--- src/rtl/knight_fade.sv ---
// rtl/knight_fade.sv - PWM afterglow output stage for the knight LED sequencer
module knight_fade #(
    parameter int PWM_BITS  = 3,
    parameter int DECAY_DIV = 4
) (
    input  logic       ck,
    input  logic       res,
    input  logic [7:0] pat,
    input  logic       pat_vld,
    output logic [7:0] led,
    output logic       glow
);

    localparam int FW = (DECAY_DIV > 1) ? $clog2(DECAY_DIV) : 1;

    localparam logic [PWM_BITS-1:0] LVL_MAX   = {PWM_BITS{1'b1}};
    localparam logic [PWM_BITS-1:0] LVL_ONE   = PWM_BITS'(1);
    localparam logic [PWM_BITS-1:0] LVL_ZERO  = '0;
    localparam logic [FW-1:0]       FCNT_LAST = FW'(DECAY_DIV - 1);
    localparam logic [FW-1:0]       FCNT_ONE  = FW'(1);

    logic [PWM_BITS-1:0] pcnt_q, pcnt_d;
    logic [FW-1:0]       fcnt_q, fcnt_d;
    logic                fend;
    logic                dstep;
    logic [PWM_BITS-1:0] lvl_q [8];
    logic [PWM_BITS-1:0] lvl_d [8];
    logic [7:0]          led_q, led_d;
    logic [7:0]          lvl_nz;

    // PWM phase counter and frame counter; dstep fires once per decay period
    always_comb begin
        fend   = (pcnt_q == LVL_MAX);
        dstep  = fend && (fcnt_q == FCNT_LAST);
        pcnt_d = pcnt_q + LVL_ONE;
        fcnt_d = fcnt_q;
        if (fend) begin
            fcnt_d = (fcnt_q == FCNT_LAST) ? '0 : fcnt_q + FCNT_ONE;
        end
    end

    // Per-LED level: a request snaps to full, otherwise decay saturating at zero
    always_comb begin
        for (int i = 0; i < 8; i++) begin
            lvl_d[i] = lvl_q[i];
            if (pat_vld && pat[i]) begin
                lvl_d[i] = LVL_MAX;
            end else if (dstep && (lvl_q[i] != LVL_ZERO)) begin
                lvl_d[i] = lvl_q[i] - LVL_ONE;
            end
            // Compare against the current level so a fresh load shows one edge later
            led_d[i]  = (pcnt_q < lvl_q[i]);
            lvl_nz[i] = (lvl_q[i] != LVL_ZERO);
        end
    end

    // State registers; reset clears everything immediately, including led
    always_ff @(posedge ck or negedge res) begin
        if (!res) begin
            pcnt_q <= '0;
            fcnt_q <= '0;
            led_q  <= '0;
            for (int i = 0; i < 8; i++) begin
                lvl_q[i] <= '0;
            end
        end else begin
            pcnt_q <= pcnt_d;
            fcnt_q <= fcnt_d;
            led_q  <= led_d;
            for (int i = 0; i < 8; i++) begin
                lvl_q[i] <= lvl_d[i];
            end
        end
    end

    assign led  = led_q;
    assign glow = |lvl_nz;

endmodule

--- config.mk ---
export PLATFORM = sky130hd
export DESIGN_NAME = knight_fade
export DESIGN_NICKNAME = d
export VERILOG_FILES = /design/src/rtl/knight_fade.sv
export SDC_FILE = /design/constraint.sdc
export NUM_CORES = 1
export LEC_CHECK = 0
export ABC_AREA = 1
export BUFFER_PORTS_ARGS = -buffer_cell sky130_fd_sc_hd__buf_2
export CORE_MARGIN = 1
export CORE_UTILIZATION = 55
export DETAILED_ROUTE_END_ITERATION = 10
export GPL_ROUTABILITY_DRIVEN = 0
export PLACE_DENSITY = 0.74
export SYNTH_ARGS = -nofsm -noshare
export SYNTH_HDL_FRONTEND = slang
export SYNTH_SLANG_ARGS = --single-unit
--- constraint.sdc ---
create_clock -name ck -period 3.3 [get_ports ck]
set_input_delay 0.495 -clock ck [delete_from_list [all_inputs] [get_ports ck]]
set_output_delay 0.495 -clock ck [all_outputs]
set_load 0.005 [all_outputs]
== Word level (Yosys, flattened, before mapping) ==
Index checks and enable logic that the tools add are counted.
Operators by class
  add/sub/neg operators: 10
  magnitude comparators: 8
  eq/ne operators: 2
  multiplexer cells: 17
  reductions and logical operators: 34
Operators by type and width (number)
  $mux 3: 16
  $lt 3x3->1: 8
  $reduce_bool 3->1: 8
  $sub 3x1->3 const B: 8
  $logic_and 1x1->1: 17
  $reduce_bool 2->1: 8
  $reduce_or 8->1: 1
  $add 3x1->3 const B: 1
  $eq 3x3->1 const B: 1
  $add 2x1->2 const B: 1
  $eq 2x2->1 const B: 1
  $mux 2: 1
Storage, ports and cells
  register bits after elaboration: 37
  input port bits: 11
  output and inout port bits: 9
  logic and storage cells: 82

== Depth between registers and ports, before layout ==
  word-level depth: 5
  depth in mapped cells: 8
  gate-level depth less buffers: 8

== Worst setup path after synthesis ==
No wires, ideal clock.
  path type: register -> register
  start point: register pcnt_q[1]
  end point: register lvl_q[4] (netlist bit)
  setup time: 125 ps
  arrival: 1324 ps
  required time: 3175 ps
  path slack: 1851 ps
  stages on the path, launching flop included: 8
  buffers on the path: 1
  period minus slack after synthesis: 1449 ps
  cells stage by stage: dfrtp_1 ha_1 ha_1 nand2_2 clkinv_4 buf_6 nand3b_1 nand3_1
Between the ends
  word-level cells in the longest chain between the ends: 4
Ends and longest elaborated chain
  start: declaration: line 22  | logic [PWM_BITS-1:0] pcnt_q, pcnt_d;
  start signal: assignment: line 67  | pcnt_q <= pcnt_d;
  $eq 3x3->1: line 33  | fend = (pcnt_q == LVL_MAX);
  $logic_and 1x1->1: line 34  | dstep = fend && (fcnt_q == FCNT_LAST);
  $logic_and 1x1->1: line 48  | end else if (dstep && (lvl_q[i] != LVL_ZERO)) begin
  $reduce_bool 2->1 (no source line)
  end signal: indexed assignment: line 71  | lvl_q[i] <= lvl_d[i];
  end: declaration: line 26  | logic [PWM_BITS-1:0] lvl_q [8];
Every way passes these cells.
A chain may end at the register's enable or synchronous reset.

== Final worst setup path ==
  start point: register lvl_q[3] (netlist bit)
  end point: output port glow
Between the ends
  word-level cells in the longest chain between the ends: 2
Ends and longest elaborated chain
  $reduce_bool 3->1: line 53  | lvl_nz[i] = (lvl_q[i] != LVL_ZERO);
  $reduce_or 8->1: line 77  | assign glow = |lvl_nz;
  end: declaration: line 11  | output logic glow
Every way passes these cells.

==> reports/metrics.cfg <==
[routing]
vias=1766
drc=0
dr.pass1.iters=4
drtIter0Drc=67
finalWirelength_um=3970
via_per_inst=5.09
postRouteAntennaNets=0
wire_per_inst_um=11.4

[setup_path]
crit_required_ns=2.80
reg2reg_from=pcnt_q[0]
crit_fanout=4
path_class=reg -> out
cp-startpoint=lvl_q[3]
crit_path_end_kind=primary output
ff2ff_path_depth=8
arrival_ns=1.52
start_kind=register

[sta]
period_share_pct=60.9
hold_violations=0
timing.setup.tns_ns=0
setup_viol=0
setup_ws_ns=1.29
worst_pin_slew_ns=0.807
whs_ns=0.282
period_needed_ns=2.01
max_freq_ghz=0.497
rsz0062_at_grt=false
relSlewSlack_pct=46.2
skew_ns=0.0101
drv_slew=0

[placement]
portBuffers=19
hpwl_um=2940
place_ws_ns=1.51
place_area_sq_um=2400

[logic_synthesis]
synth_nets=321
yosysWarnings=0
ys_seq_area_share_pct=40.5
yosys_register_bits=37
yosysUniqueCellTypes=14
syn_inst=275
syn_avg_cell_area_sq_um=8.31
synth_area_sq_um=2290

[pwr]
switching_share_pct=23.2
p_sw_uw=185
ir_worst_vdd_uv=278
sequentialPowerShare_pct=57.6
pwr-share-clk_pct=38.4
p_int_uw=612
power_density_nw_per_um2=321
power_frac_comb_pct=4.0
p_leak_uw=0.00146

[hold_path]
hold_class=in -> async

[global_routing]
grt_pass1_vias=1571
grt_antenna_before_repair=0
grt_usage_pct=21.1
grt-ovfl-total=0
grt_pass1_wl_um=6730
grt_max_degree=38

[clock_network]
ctsHoldBuffers=0
postCtsResizedCells=0
cts_root_buf=clkbuf_8
clockBufferDepth=2
postCtsSetupBuffers=0
clk_pin_slew_worst_paths_ns=0.08
numCtsBuffers=5
cts_sinks=37
insertion_delay_ns=0.30
h-tree-depth=2
cts_tree=done

[finish]
drive_above_1_share_pct=10.1
num_antenna_cells=0
fin_util_pct=62.1
layout_common_cells=74 x nand2_1, 39 x nand3_1, 37 x dfrtp_1
nets=342
area_delta_synth_final_pct=8.59
fin_area_sq_um=2480
layout_commonest_cell=nand2_1

[outcome]
status=completed

[die]
dieArea_sq_um=4420
pin_count=20
start_util_pct=57.1
fp.dieW_um=66.5
rows=23
die_h_um=66.5
core_sq_um=4000

[run]
drv_cap=0

cell usage after synthesis (all sizes together):
cell     n  area, sq um
a21oi   10         50.1
buf      5         43.8
clkinv   1         8.76
dfrtp   37          926
ha      35          438
inv     35          131
mux2     1         11.3
nand2   76          290
nand3   39          195
nand3b   7         52.6
nor2    21         78.8
o21a     8         60.1
final timing paths:
check / to / slack [ns]
worst max-delay path: glow / 1.29
worst min-delay path: lvl_q[17] / 0.28
worst max register to register: lvl_q[20] / 1.51
worst min register to register: lvl_q[21] / 0.48
max in group asynchronous: led[1] / 2.50
min in group ck: lvl_q[11] / 0.46
through the flow:
| step | total power, uW | instances |
|---|---|---|
| 3_3_place_gp | 499 | 339 |
| 3_5_place_dp | 500 | 339 |
| 4_1_cts | 808 | 347 |
| 6_report | 797 | 347 |
| 2_1_floorplan | 481 | 275 |
| 5_1_grt | 827 | 347 |
power by group through the flow:
stage               combinational (uW)  sequential, uW  clock, uW
CTS                               32.7             459        317
floorplan                         14.6             467          0
detailed placement                32.7             467          0
global route                      37.3             459        331
finish                            32.1             459        306
global placement                  32.1             467          0
logic make-up after synthesis:
| group | after synthesis | share of synthesized area, % |
|---|---|---|
| AO/OA/AOI/OAI | 18 | 4.82 |
| adder cells (fa/ha/maj) | 35 | 19.2 |
| buffers and inverters | 41 | 8.05 |
| flip-flops | 37 | 40.5 |
| multiplexers | 1 | 0.493 |
| AND/OR/NAND/NOR | 143 | 27.0 |
routing by layer:
layer  track usage, %  vias up  routed length [um]
met5                0        -                   0
li1                 -      928                   -
met1             25.7      815                1930
met3             5.65        6                 105
met4             10.4        0                  96
met2             34.3       17                1830
state kept, by name, summed over array words and instances, names as in the netlist:
register and cells:
lvl_q 24, pcnt_q 3, led 8, fcnt_q 2
final cells by class:
| class | instances | area, sq um |
|---|---|---|
| clock buffer | 6 | 72.6 |
| timing repair buffer | 19 | 95.1 |
| sequential | 37 | 926 |
| fill | 351 | 1520 |
| tap | 50 | 62.6 |
| inverter | 36 | 140 |
| multi-input combinational | 197 | 1180 |
| clock inverter | 2 | 10.0 |
critical path, stage by stage, from the launching register on:
cell	delay [ns]
dfrtp_1	0.38
inv_1	0.12
ha_1	0.18
nand2_1	0.12
inv_1	0.07
nand2_1	0.07
nor2_1	0.09
nand2_1	0.06
buf_2	0.12
No activity file was read; power rests on OpenSTA's default activity.
